$ cat config.mk
export PLATFORM = sky130hd
export DESIGN_NAME = signed_divider_4bit_flat
export DESIGN_NICKNAME = d
export VERILOG_FILES = /design/src/rtl/div_pkg.sv /design/src/rtl/signed_divider_4bit_if.sv /design/src/rtl/signed_divider_4bit_controller.sv /design/src/rtl/signed_divider_4bit.sv /design/src/flat_wrapper.sv
export SDC_FILE = /design/constraint.sdc
export NUM_CORES = 1
export LEC_CHECK = 0
export BUFFER_PORTS_ARGS = -buffer_cell sky130_fd_sc_hd__buf_4
export CAP_MARGIN = 30
export CORE_MARGIN = 1.5
export CORE_UTILIZATION = 40
export CTS_CLUSTER_SIZE = 30
export DETAILED_ROUTE_END_ITERATION = 16
export PLACE_DENSITY = 0.59
export SYNTH_ARGS = -nofsm -noshare
export SYNTH_HDL_FRONTEND = slang
export SYNTH_HIERARCHICAL = 1
export SYNTH_SLANG_ARGS = --single-unit
$ cat constraint.sdc
create_clock -name i_clk -period 3.5 [get_ports i_clk]
set_input_delay 0.875 -clock i_clk [delete_from_list [all_inputs] [get_ports i_clk]]
set_output_delay 0.875 -clock i_clk [all_outputs]
set_load 0.01 [all_outputs]
$ cat src/rtl/div_pkg.sv
// Shared types and sizing for the 4-bit signed restoring divider.
package div_pkg;

  localparam int unsigned DATA_W   = 4;
  localparam int unsigned ITER_CNT = 4;
  localparam int unsigned CNT_W    = $clog2(ITER_CNT);

  typedef enum logic [1:0] {
    IDLE  = 2'd0,
    ITER  = 2'd1,
    FIXUP = 2'd2,
    DONE  = 2'd3
  } state_t;

  // Two's-complement magnitude; |-8| stays 4'b1000 as an unsigned value.
  function automatic logic [DATA_W-1:0] mag(input logic [DATA_W-1:0] x);
    return x[DATA_W-1] ? -x : x;
  endfunction

endpackage

$ cat src/rtl/signed_divider_4bit_if.sv
// Request/result bundle for signed_divider_4bit; error flags exist only when DIV_ERR_FLAGS_EN is defined.
interface signed_divider_4bit_if;
  import div_pkg::*;

  logic              start;
  logic [DATA_W-1:0] i_dividend;
  logic [DATA_W-1:0] i_divisor;
  logic [DATA_W-1:0] o_quotient;
  logic [DATA_W-1:0] o_remainder;
  logic              o_busy;
  logic              o_assert_done;
`ifdef DIV_ERR_FLAGS_EN
  logic              o_div_by_zero;
  logic              o_overflow;

  modport master (output start, i_dividend, i_divisor,
                  input  o_quotient, o_remainder, o_busy, o_assert_done,
                         o_div_by_zero, o_overflow);
  modport slave  (input  start, i_dividend, i_divisor,
                  output o_quotient, o_remainder, o_busy, o_assert_done,
                         o_div_by_zero, o_overflow);
`else
  modport master (output start, i_dividend, i_divisor,
                  input  o_quotient, o_remainder, o_busy, o_assert_done);
  modport slave  (input  start, i_dividend, i_divisor,
                  output o_quotient, o_remainder, o_busy, o_assert_done);
`endif

endinterface

$ cat src/rtl/signed_divider_4bit_controller.sv
// Divider sequencer: IDLE/ITER/FIXUP/DONE FSM, step counter, busy/done and datapath enables.
module div_controller
  import div_pkg::*;
(
  input  logic clk,
  input  logic rst,
  input  logic start,
  output logic busy,
  output logic done,
  output logic load_c,
  output logic step_c,
  output logic fix_c
);

  state_t           state, state_nx;
  logic [CNT_W-1:0] cnt, cnt_nx;

  // State, counter and registered status flags follow the next state.
  always_ff @(posedge clk) begin
    if (rst) begin
      state <= IDLE;
      cnt   <= '0;
      busy  <= 1'b0;
      done  <= 1'b0;
    end else begin
      state <= state_nx;
      cnt   <= cnt_nx;
      busy  <= (state_nx == ITER) || (state_nx == FIXUP);
      done  <= (state_nx == DONE);
    end
  end

  always_comb begin
    state_nx = state;
    cnt_nx   = cnt;
    load_c   = 1'b0;
    step_c   = 1'b0;
    fix_c    = 1'b0;
    case (state)
      IDLE: begin
        if (start) begin
          state_nx = ITER;
          cnt_nx   = '0;
          load_c   = 1'b1;
        end
      end
      ITER: begin
        step_c = 1'b1;
        cnt_nx = cnt + CNT_W'(1);
        if (cnt == CNT_W'(ITER_CNT - 1)) begin
          state_nx = FIXUP;
          cnt_nx   = '0;
        end
      end
      FIXUP: begin
        fix_c    = 1'b1;
        state_nx = DONE;
      end
      DONE:    state_nx = IDLE;
      default: state_nx = IDLE;
    endcase
  end

endmodule

$ cat src/rtl/signed_divider_4bit.sv
// 4-bit signed truncating divider: magnitude restoring loop plus sign fix-up.
// Define DIV_ERR_FLAGS_EN to add divide-by-zero and -8/-1 overflow flags.
module signed_divider_4bit
  import div_pkg::*;
(
  input  logic                  i_clk,
  input  logic                  i_rst,
  signed_divider_4bit_if.slave  bus
);

  logic              busy, done, load_c, step_c, fix_c;
  logic [DATA_W-1:0] rem_q, quo_q, dvs_q;
  logic              sgn_dvd, sgn_dvs;
  logic [DATA_W-1:0] quotient, remainder;
  logic [DATA_W-1:0] rem_sh;
  logic [DATA_W:0]   diff;

  div_controller u_ctrl (
    .clk    (i_clk),
    .rst    (i_rst),
    .start  (bus.start),
    .busy   (busy),
    .done   (done),
    .load_c (load_c),
    .step_c (step_c),
    .fix_c  (fix_c)
  );

  // One restoring step: shift {rem, quo} left, trial-subtract with a borrow bit.
  assign rem_sh = {rem_q[DATA_W-2:0], quo_q[DATA_W-1]};
  assign diff   = {1'b0, rem_sh} - {1'b0, dvs_q};

  always_ff @(posedge i_clk) begin
    if (i_rst) begin
      rem_q     <= '0;
      quo_q     <= '0;
      dvs_q     <= '0;
      sgn_dvd   <= 1'b0;
      sgn_dvs   <= 1'b0;
      quotient  <= '0;
      remainder <= '0;
    end else begin
      if (load_c) begin
        rem_q   <= '0;
        quo_q   <= mag(bus.i_dividend);
        dvs_q   <= mag(bus.i_divisor);
        sgn_dvd <= bus.i_dividend[DATA_W-1];
        sgn_dvs <= bus.i_divisor[DATA_W-1];
      end
      if (step_c) begin
        if (!diff[DATA_W]) begin
          rem_q <= diff[DATA_W-1:0];
          quo_q <= {quo_q[DATA_W-2:0], 1'b1};
        end else begin
          rem_q <= rem_sh;
          quo_q <= {quo_q[DATA_W-2:0], 1'b0};
        end
      end
      if (fix_c) begin
        quotient  <= (sgn_dvd ^ sgn_dvs) ? -quo_q : quo_q;
        remainder <= sgn_dvd ? -rem_q : rem_q;
      end
    end
  end

  assign bus.o_quotient    = quotient;
  assign bus.o_remainder   = remainder;
  assign bus.o_busy        = busy;
  assign bus.o_assert_done = done;

`ifdef DIV_ERR_FLAGS_EN
  logic dz_l, ov_l, dz_q, ov_q;

  // Flags are captured with the operands and published alongside the results.
  always_ff @(posedge i_clk) begin
    if (i_rst) begin
      dz_l <= 1'b0;
      ov_l <= 1'b0;
      dz_q <= 1'b0;
      ov_q <= 1'b0;
    end else begin
      if (load_c) begin
        dz_l <= (bus.i_divisor == '0);
        ov_l <= (bus.i_dividend == {1'b1, {(DATA_W-1){1'b0}}}) && (bus.i_divisor == '1);
      end
      if (fix_c) begin
        dz_q <= dz_l;
        ov_q <= ov_l;
      end
    end
  end

  assign bus.o_div_by_zero = dz_q;
  assign bus.o_overflow    = ov_q;
`endif

endmodule

$ cat src/flat_wrapper.sv
// flat-port wrapper written by rule: the top's interface ports become plain ports
module signed_divider_4bit_flat import div_pkg::*;
  (i_clk, i_rst, bus_start, bus_i_dividend, bus_i_divisor, bus_o_quotient, bus_o_remainder, bus_o_busy, bus_o_assert_done);
  signed_divider_4bit_if bus_i ();
  input  logic i_clk;
  input  logic i_rst;
  input wire logic [$bits(bus_i.start)-1:0] bus_start;
  input wire logic [$bits(bus_i.i_dividend)-1:0] bus_i_dividend;
  input wire logic [$bits(bus_i.i_divisor)-1:0] bus_i_divisor;
  output wire logic [$bits(bus_i.o_quotient)-1:0] bus_o_quotient;
  output wire logic [$bits(bus_i.o_remainder)-1:0] bus_o_remainder;
  output wire logic [$bits(bus_i.o_busy)-1:0] bus_o_busy;
  output wire logic [$bits(bus_i.o_assert_done)-1:0] bus_o_assert_done;
  assign bus_i.start = bus_start;
  assign bus_i.i_dividend = bus_i_dividend;
  assign bus_i.i_divisor = bus_i_divisor;
  assign bus_o_quotient = bus_i.o_quotient;
  assign bus_o_remainder = bus_i.o_remainder;
  assign bus_o_busy = bus_i.o_busy;
  assign bus_o_assert_done = bus_i.o_assert_done;
  signed_divider_4bit u_core (.i_clk(i_clk), .i_rst(i_rst), .bus(bus_i));
endmodule
======== After elaboration in Yosys (flattened, before gate mapping) ========
Index checks and enable logic that the tools add are counted.
word-level totals
  flip-flop bits (word level) ............. 28
  input bits .............................. 11
  logic and storage cells ................. 51
cells by class
  add/sub/neg operators ................... 6
  equal/unequal tests ..................... 8
  multiplexer cells ....................... 20
  bitwise logic cells ..................... 1
  reductions and logical operators ........ 5
operators by type and width
  operator             count
  $mux 4               9
  $neg 4->4            4
  $eq 2x2->1 const B   5
  $mux 2               4
  $pmux 2 s4           1
  $mux 1               5
  $sub 4x4->5          1
  $eq 2x1->1 const B   2
  $pmux 2 s2           1
  $reduce_bool 2->1    2
  $add 2x1->2 const B  1
  $logic_not 2->1      1
  $ne 2x2->1 const B   1
  $reduce_and 2->1     1
  $logic_or 1x1->1     1
  $xor 1x1->1          1

======== Longest topological paths before layout ========
Gate-level depths: netlist (run 1).
  depth in word-level cells ............... 5
  gate-level depth with buffers ........... 8
  gate-level depth less buffers ........... 8

======== By module ========
The synthesis (run 1) kept the hierarchy.
by module, submodules not included
  module               instances  cells each  area each (um^2)
  signed_divider_4bit  1          142         1242.4
  div_controller       1          25          256.5

======== Worst setup path before layout (run 1) ========
OpenSTA, ideal clock, no wires.
  kind .................................... input port to flip-flop
  from .................................... input bus_start
  to ...................................... register u_core.quo_q[0]
  library setup time ...................... 0.086 ns
  arrival time ............................ 1.917 ns
  data required time ...................... 3.414 ns
  path slack .............................. 1.497 ns
  stages on the path ...................... 5
  cell sequence ........................... nor3b_1 -> buf_2 -> nand2_1 -> o211a_1 -> a211oi_1
between the ends
  longest elaborated chain between the ends .. 3
ends and longest elaborated chain
  element                      RTL line                              text
  start: declaration           flat_wrapper.sv:7                     input wire logic [$bits(bus_i.start)-1:0] bus_start;
  $mux 1                       signed_divider_4bit_controller.sv:41  if (start) begin
  $mux 1                       signed_divider_4bit_controller.sv:39  case (state)
  $reduce_bool 2->1 (no line)  n/a
  end signal: assignment       signed_divider_4bit.sv:45             quo_q <= mag(bus.i_dividend);
  end signal: assignment       signed_divider_4bit.sv:53             quo_q <= {quo_q[DATA_W-2:0], 1'b1};
  end signal: assignment       signed_divider_4bit.sv:56             quo_q <= {quo_q[DATA_W-2:0], 1'b0};
  end: declaration             signed_divider_4bit.sv:12             logic [DATA_W-1:0] rem_q, quo_q, dvs_q;
No other way between the ends.
A chain may end at the register's enable or synchronous reset.

======== Final worst setup path (run 1) ========
  from .................................... input bus_start
  to ...................................... register u_core.quo_q[3]
between the ends
  longest elaborated chain between the ends .. 3
ends and longest elaborated chain
  element                      RTL line                              text
  $mux 1                       signed_divider_4bit_controller.sv:41
  $mux 1                       signed_divider_4bit_controller.sv:39
  via u_core.load_c            signed_divider_4bit.sv:11             logic busy, done, load_c, step_c, fix_c;
  $reduce_bool 2->1 (no line)  n/a
The timed path passes the listed nets, and every way through them passes these cells.

==> reports/summary.txt, run 1 <==
Run status - complete, no violations
Setup crit start kind - primary input
Required @ worst endpoint - 3.68 ns
Min-delay worst type - flop to flop
Violation count after the first detailed-route iteration - 44
Reg2reg start - u_core/quo_q[3]
Total GRT Usage - 0.142
# rows - 22
Ratio of cells with drive above 1 in the final layout - 0.162
Diode count - 0
Async SR Flop Fraction - 0
Area grow syn2layout - 16.2%
Final Hold Viols - 0
Worst-path clk slew - 0.09 ns
DR vias - 1191
Width of the die - 64.2 µm
Slew HR - 0.336
Antenna violations before repair - 0
PostCTS Resize Cnt - 0
First-pass GRT wire length - 4790 µm
Average wire per standard cell - 11.9 µm
Max Slew Vio Count - 0
Max Cap Viol - 0
Synthesized flop and latch total - 28
# port buffers - 20
GPL Wtd Cong - 0.771
Detailed-route wire length - 2780 µm
H-tree levels - 1
Via density - 5.11
Pwr dens - 395 nW/µm²
Starting Density - 0.413
Grt total ovfl - 0
Post-DP HPWL - 2140 µm
CP arrival - 2.46 ns
Bufs on Longest Clock Path - 2
CTS Buf Count - 3
Pre-antenna DRT Iters - 4
Synth unique cells - 45
Slew at the pin closest to its max-slew limit - 0.991 ns
Synthesis warning total - 6
EDFF count, synth - 0
Setup Buffers After CTS - 0
Worst-path fanout max - 16
Min-delay src - u_core/u_ctrl/cnt[1]
LEAKAGE - 0.710 nW
Syn Inst Count - 167
Die ar. - 4120 µm²
Post-synthesis instance area - 1500 µm²
Clk Latency, worst-skew pair - 0.26 ns
Max Fclk - 0.440 GHz
DRC Markers - 0
Max IR drop VDD - 0.151 mV
Syn avg cell area - 8.98 µm²
Chip height - 64.2 µm
Crit share post-route - 0.649
Setup Skew - 0.00200 ns
Sum Neg Setup Slack - 0 ns
Syn nets - 188
Post-DP Area - 1690 µm²
Ports - 21
Vias in the first global route - 1074
Final setup fails - 0
Clk root buf - clkbuf_8
Sequential area share after synthesis - 0.374
RSZ-0062 raised after global routing - no
Final nets - 207
CTS tree - built
Clk sinks - 28
Crit Path Category - primary input to flop
CTS hold repair buffers - 0
Critical path origin - bus_start
CP endpoint kind - flop
Core ar. - 3630 µm²
DRT antenna net count - 0
Post-route cell area - 1740 µm²
Crit path time final - 2.27 ns
Largest net degree at the start of global routing - 32
Top_reg_cell synth - dfxtp_1
power by group:
part           switching [mW]  leakage (nW)  internal [mW]  total, mW
Sequential             0.0156         0.228          0.334      0.350
Combinational          0.0758         0.453         0.0680      0.144
Clock                  0.0938        0.0288          0.100      0.194
sequential cells by signal, indices dropped and copies added (netlist names), 2 cells and up:
signal / cells
u_core/bus.o_quotient: 4
u_core/bus.o_remainder: 4
u_core/dvs_q: 4
u_core/quo_q: 4
u_core/rem_q: 4
u_core/u_ctrl/cnt: 2
u_core/u_ctrl/state: 2
critical path, stage by stage:
cell      delay (ns)
buf_4           0.09
nor3b_2         0.79
nand2_1         0.16
nor4_1          0.24
a21oi_1         0.07
a211oi_1        0.23
final timing paths:
kind | to | slack [ns] | cells after the start
worst min register to register | u_core/u_ctrl/cnt[1] | 0.49 | 2
worst max register to register | u_core/rem_q[0] | 1.47 | 7
worst min-delay path | u_core/u_ctrl/cnt[1] | 0.49 | 2
worst max-delay path | u_core/quo_q[3] | 1.23 | 6
metrics by stage:
step | util | setup slack [ns] | power, mW | hold slack, ns | cells
global route | 0.479 | 0.945 | 0.727 | 0.511 | 233
CTS | 0.479 | 1.26 | 0.695 | 0.488 | 233
finish | 0.479 | 1.23 | 0.688 | 0.486 | 233
detailed placement | 0.464 | 0.965 | 0.502 | 0.472 | 229
floorplan | - | 1.50 | 0.463 | 0.455 | 167
global placement | 0.464 | 1.01 | 0.498 | 0.466 | 229
cells by family after synthesis:
logic type | after synthesis | synth area share
buf+inv | 24 | 0.0634
fa+ha+maj | 10 | 0.0885
mux | 11 | 0.0743
simple gates | 48 | 0.162
compound gates | 40 | 0.203
flops | 28 | 0.374
xor+xnor | 6 | 0.0351
layer usage:
layer,vias up,part of all wire,global-route usage
li1,627,-,-
met1,543,0.50,0.194
met2,19,0.46,0.241
met3,2,0.029,0.0158
met4,0,0.0061,0.0319
met5,-,0,0
cells in the final DEF, fill, tap and decap left out, types with 2 or more instances in the layout:
cell type,count
dfxtp_1,28
nor2_1,21
buf_4,20
inv_1,18
mux2i_1,10
a211oi_1,10
a21oi_1,9
ha_1,9
nor2b_1,7
nand2_1,5
clkbuf_8,4
xnor2_1,4
a311oi_1,3
nand2b_1,3
a31oi_1,2
o31ai_1,2
xor2_1,2
o21ai_0,2
or3_1,2
final cells by class:
type	count	area [µm²]
clock buffer	4	55.1
fill	369	1890
inverter	18	67.6
multi-input combinational	115	848
sequential	28	561
tap	48	60.1
timing repair buffer	20	150
cells in the mapped netlist, drive strengths merged (2+ instances only):
library cell  number  share of area
xor2               2          0.012
a311oi             3          0.018
buf                3          0.011
dfxtp             28           0.37
a21oi              9          0.030
nor2b              7          0.029
xnor2              4          0.023
ha                 9          0.075
a211oi            10          0.050
o21ai              2         0.0067
o31ai              2          0.010
nor2              21          0.053
clkbuf             3         0.0075
mux2i             10          0.067
nand2              5          0.013
or3                2         0.0083
nand2b             3          0.013
a31oi              3          0.023
inv               18          0.045
Power figures use the tool's default switching activity.
==> run 2, diff against run 1 <==
- PLACE_DENSITY: 0.59 -> 0.61
- clock period: 3.5 -> 2 ns (I/O delays scaled with it)
==> run 2 against run 1 <==
  * Register-to-register slack got worse by 1.3 ns
  * Total power is 93% higher
  * Via count grew 3.1%
  * Cell area rose by 3.2%
  * Worst hold slack worse by 0.011 ns
  * Critical path type is now flop to flop
  * Largest cell class unchanged
  * Highest routed layer unchanged
==> reports/summary.txt, run 2 (synthesis gave the netlist of run 1 again) <==
Run status - complete, no violations
Vias in the first global route - 1133
Width of the die - 64.2 µm
Share of power burned in registers - 0.461
Diode count - 0
Required @ worst endpoint - 2.19 ns
Max IR drop VDD - 0.304 mV
Clk root buf - clkbuf_8
Pre-antenna DRT Iters - 4
CP max-delay cell - fa_2
LEAKAGE - 0.739 nW
CP endpoint kind - flop
Most frequent cells in the layout - dfxtp_1, buf_4, nor2_1
Switching Fraction - 0.259
DR vias - 1228
CP arrival - 2.05 ns
Part of the power in combinational logic - 0.207
Core ar. - 3630 µm²
Slew at the pin closest to its max-slew limit - 0.449 ns
Sw power - 345 µW
Die ar. - 4120 µm²
Final setup fails - 0
CTS Buf Count - 3
Starting Density - 0.413
First-pass GRT wire length - 5090 µm
Slew HR - 0.700
Via density - 5.16
Bufs and invs on worst path - 2
Ratio of cells with drive above 1 in the final layout - 0.189
Clk sinks - 28
Min-delay worst type - primary input to flop
Final Hold Viols - 0
Max Slew Vio Count - 0
Sum Neg Setup Slack - 0 ns
Worst path cell trace - inv_1 > ha_1 > inv_1 > fa_2 > a31oi_4 > mux2_2 > o31ai_2
Detailed-route wire length - 3050 µm
Worst-path fanout max - 4
Largest net degree at the start of global routing - 32
RSZ-0062 raised after global routing - no
Bufs on Longest Clock Path - 2
Worst-path clk slew - 0.10 ns
Chip height - 64.2 µm
Delay of the slowest critical-path stage - 0.39 ns
Max Cap Viol - 0
Antenna violations before repair - 0
Setup Buffers After CTS - 0
Internal power - 987 µW
Final nets - 212
Ports - 21
Area grow syn2layout - 19.9%
Most used cell, CP - inv_1
# port buffers - 20
Crit path time final - 1.86 ns
Post-DP HPWL - 2330 µm
DRT antenna net count - 0
PostCTS Resize Cnt - 0
H-tree levels - 1
Most common cell after layout, fill and taps aside - dfxtp_1
Max Fclk - 0.537 GHz
Hold_ws - 0.475 ns
Grt total ovfl - 0
Violation count after the first detailed-route iteration - 43
CTS hold repair buffers - 0
Pwr dens - 740 nW/µm²
CTS tree - built
Average wire per standard cell - 12.8 µm
Setup Skew - 0.00940 ns
GPL Wtd Cong - 0.811
Delay-heaviest family, CP - adder cells
Clock share of power - 0.332
Total GRT Usage - 0.154
Setup crit start kind - flop
# rows - 22
Clk Latency, worst-skew pair - 0.27 ns
DRC Markers - 0
Crit share post-route - 0.931
Crit Path Category - flop to flop
[run 2: cell types whose count changed in the layout (fill, tap and decap cells not counted), sizes merged]
cell	change
clkbuf	-1
bufinv	+1
buf	+5
[run 2: final cells by class]
class,count,area [µm²]
multi-input cells,115,851
clock buffers,3,41.3
repair buffers,25,188
flip-flops and latches,28,561
clock inverters,1,30.0
inverters,18,67.6
well taps,48,60.1
fillers,377,1840
[run 2: routing by layer]
layer,vias to the layer above,track usage,share of wire
met5,-,0,0
met1,571,0.219,0.49
met4,0,0.0505,0.0075
met3,2,0.0158,0.040
li1,633,-,-
met2,22,0.242,0.46
[run 2: path summary, 6_finish.rpt]
| kind | from | endpoint | slack (ns) | depth (start not counted) |
|---|---|---|---|---|
| worst max-delay path | u_core/quo_q[3] | u_core/rem_q[0] | 0.14 | 7 |
| worst min-delay path | bus_i_divisor[0] | u_core/dvs_q[0] | 0.47 | 3 |
| worst max register to register | u_core/quo_q[3] | u_core/rem_q[0] | 0.14 | 7 |
| worst min register to register | u_core/bus.o_remainder[2] | u_core/bus.o_remainder[2] | 0.49 | 2 |
[run 2: metrics by stage]
stage	instances	worst slack [ns]	util	power, mW	area (µm²)
after floorplan	167	0.169	-	0.811	1500
after global placement	234	0.160	0.473	0.886	1720
after detailed placement	234	0.0810	0.473	0.897	1720
after CTS	238	0.0477	0.493	1.34	1790
after global routing	238	0.0303	0.495	1.40	1800
final	238	0.137	0.495	1.33	1800
[run 2: worst reg2reg max path, delay by kind of cell, from the launching register on]
family	cells	cell delay, ns
adders and majority gates	2	0.56
AOI/OAI and AO/OA	2	0.37
muxes	1	0.36
DFF	1	0.35
buffers and inverters	2	0.14
[run 2: power groups by stage]
| stage | Combinational (mW) | Sequential (mW) | Clock, mW |
|---|---|---|---|
| finish | 0.276 | 0.614 | 0.442 |
| floorplan | 0.193 | 0.618 | 0 |
| CTS | 0.273 | 0.613 | 0.452 |
| detailed placement | 0.271 | 0.626 | 0 |
| global route | 0.306 | 0.618 | 0.477 |
| global placement | 0.261 | 0.625 | 0 |
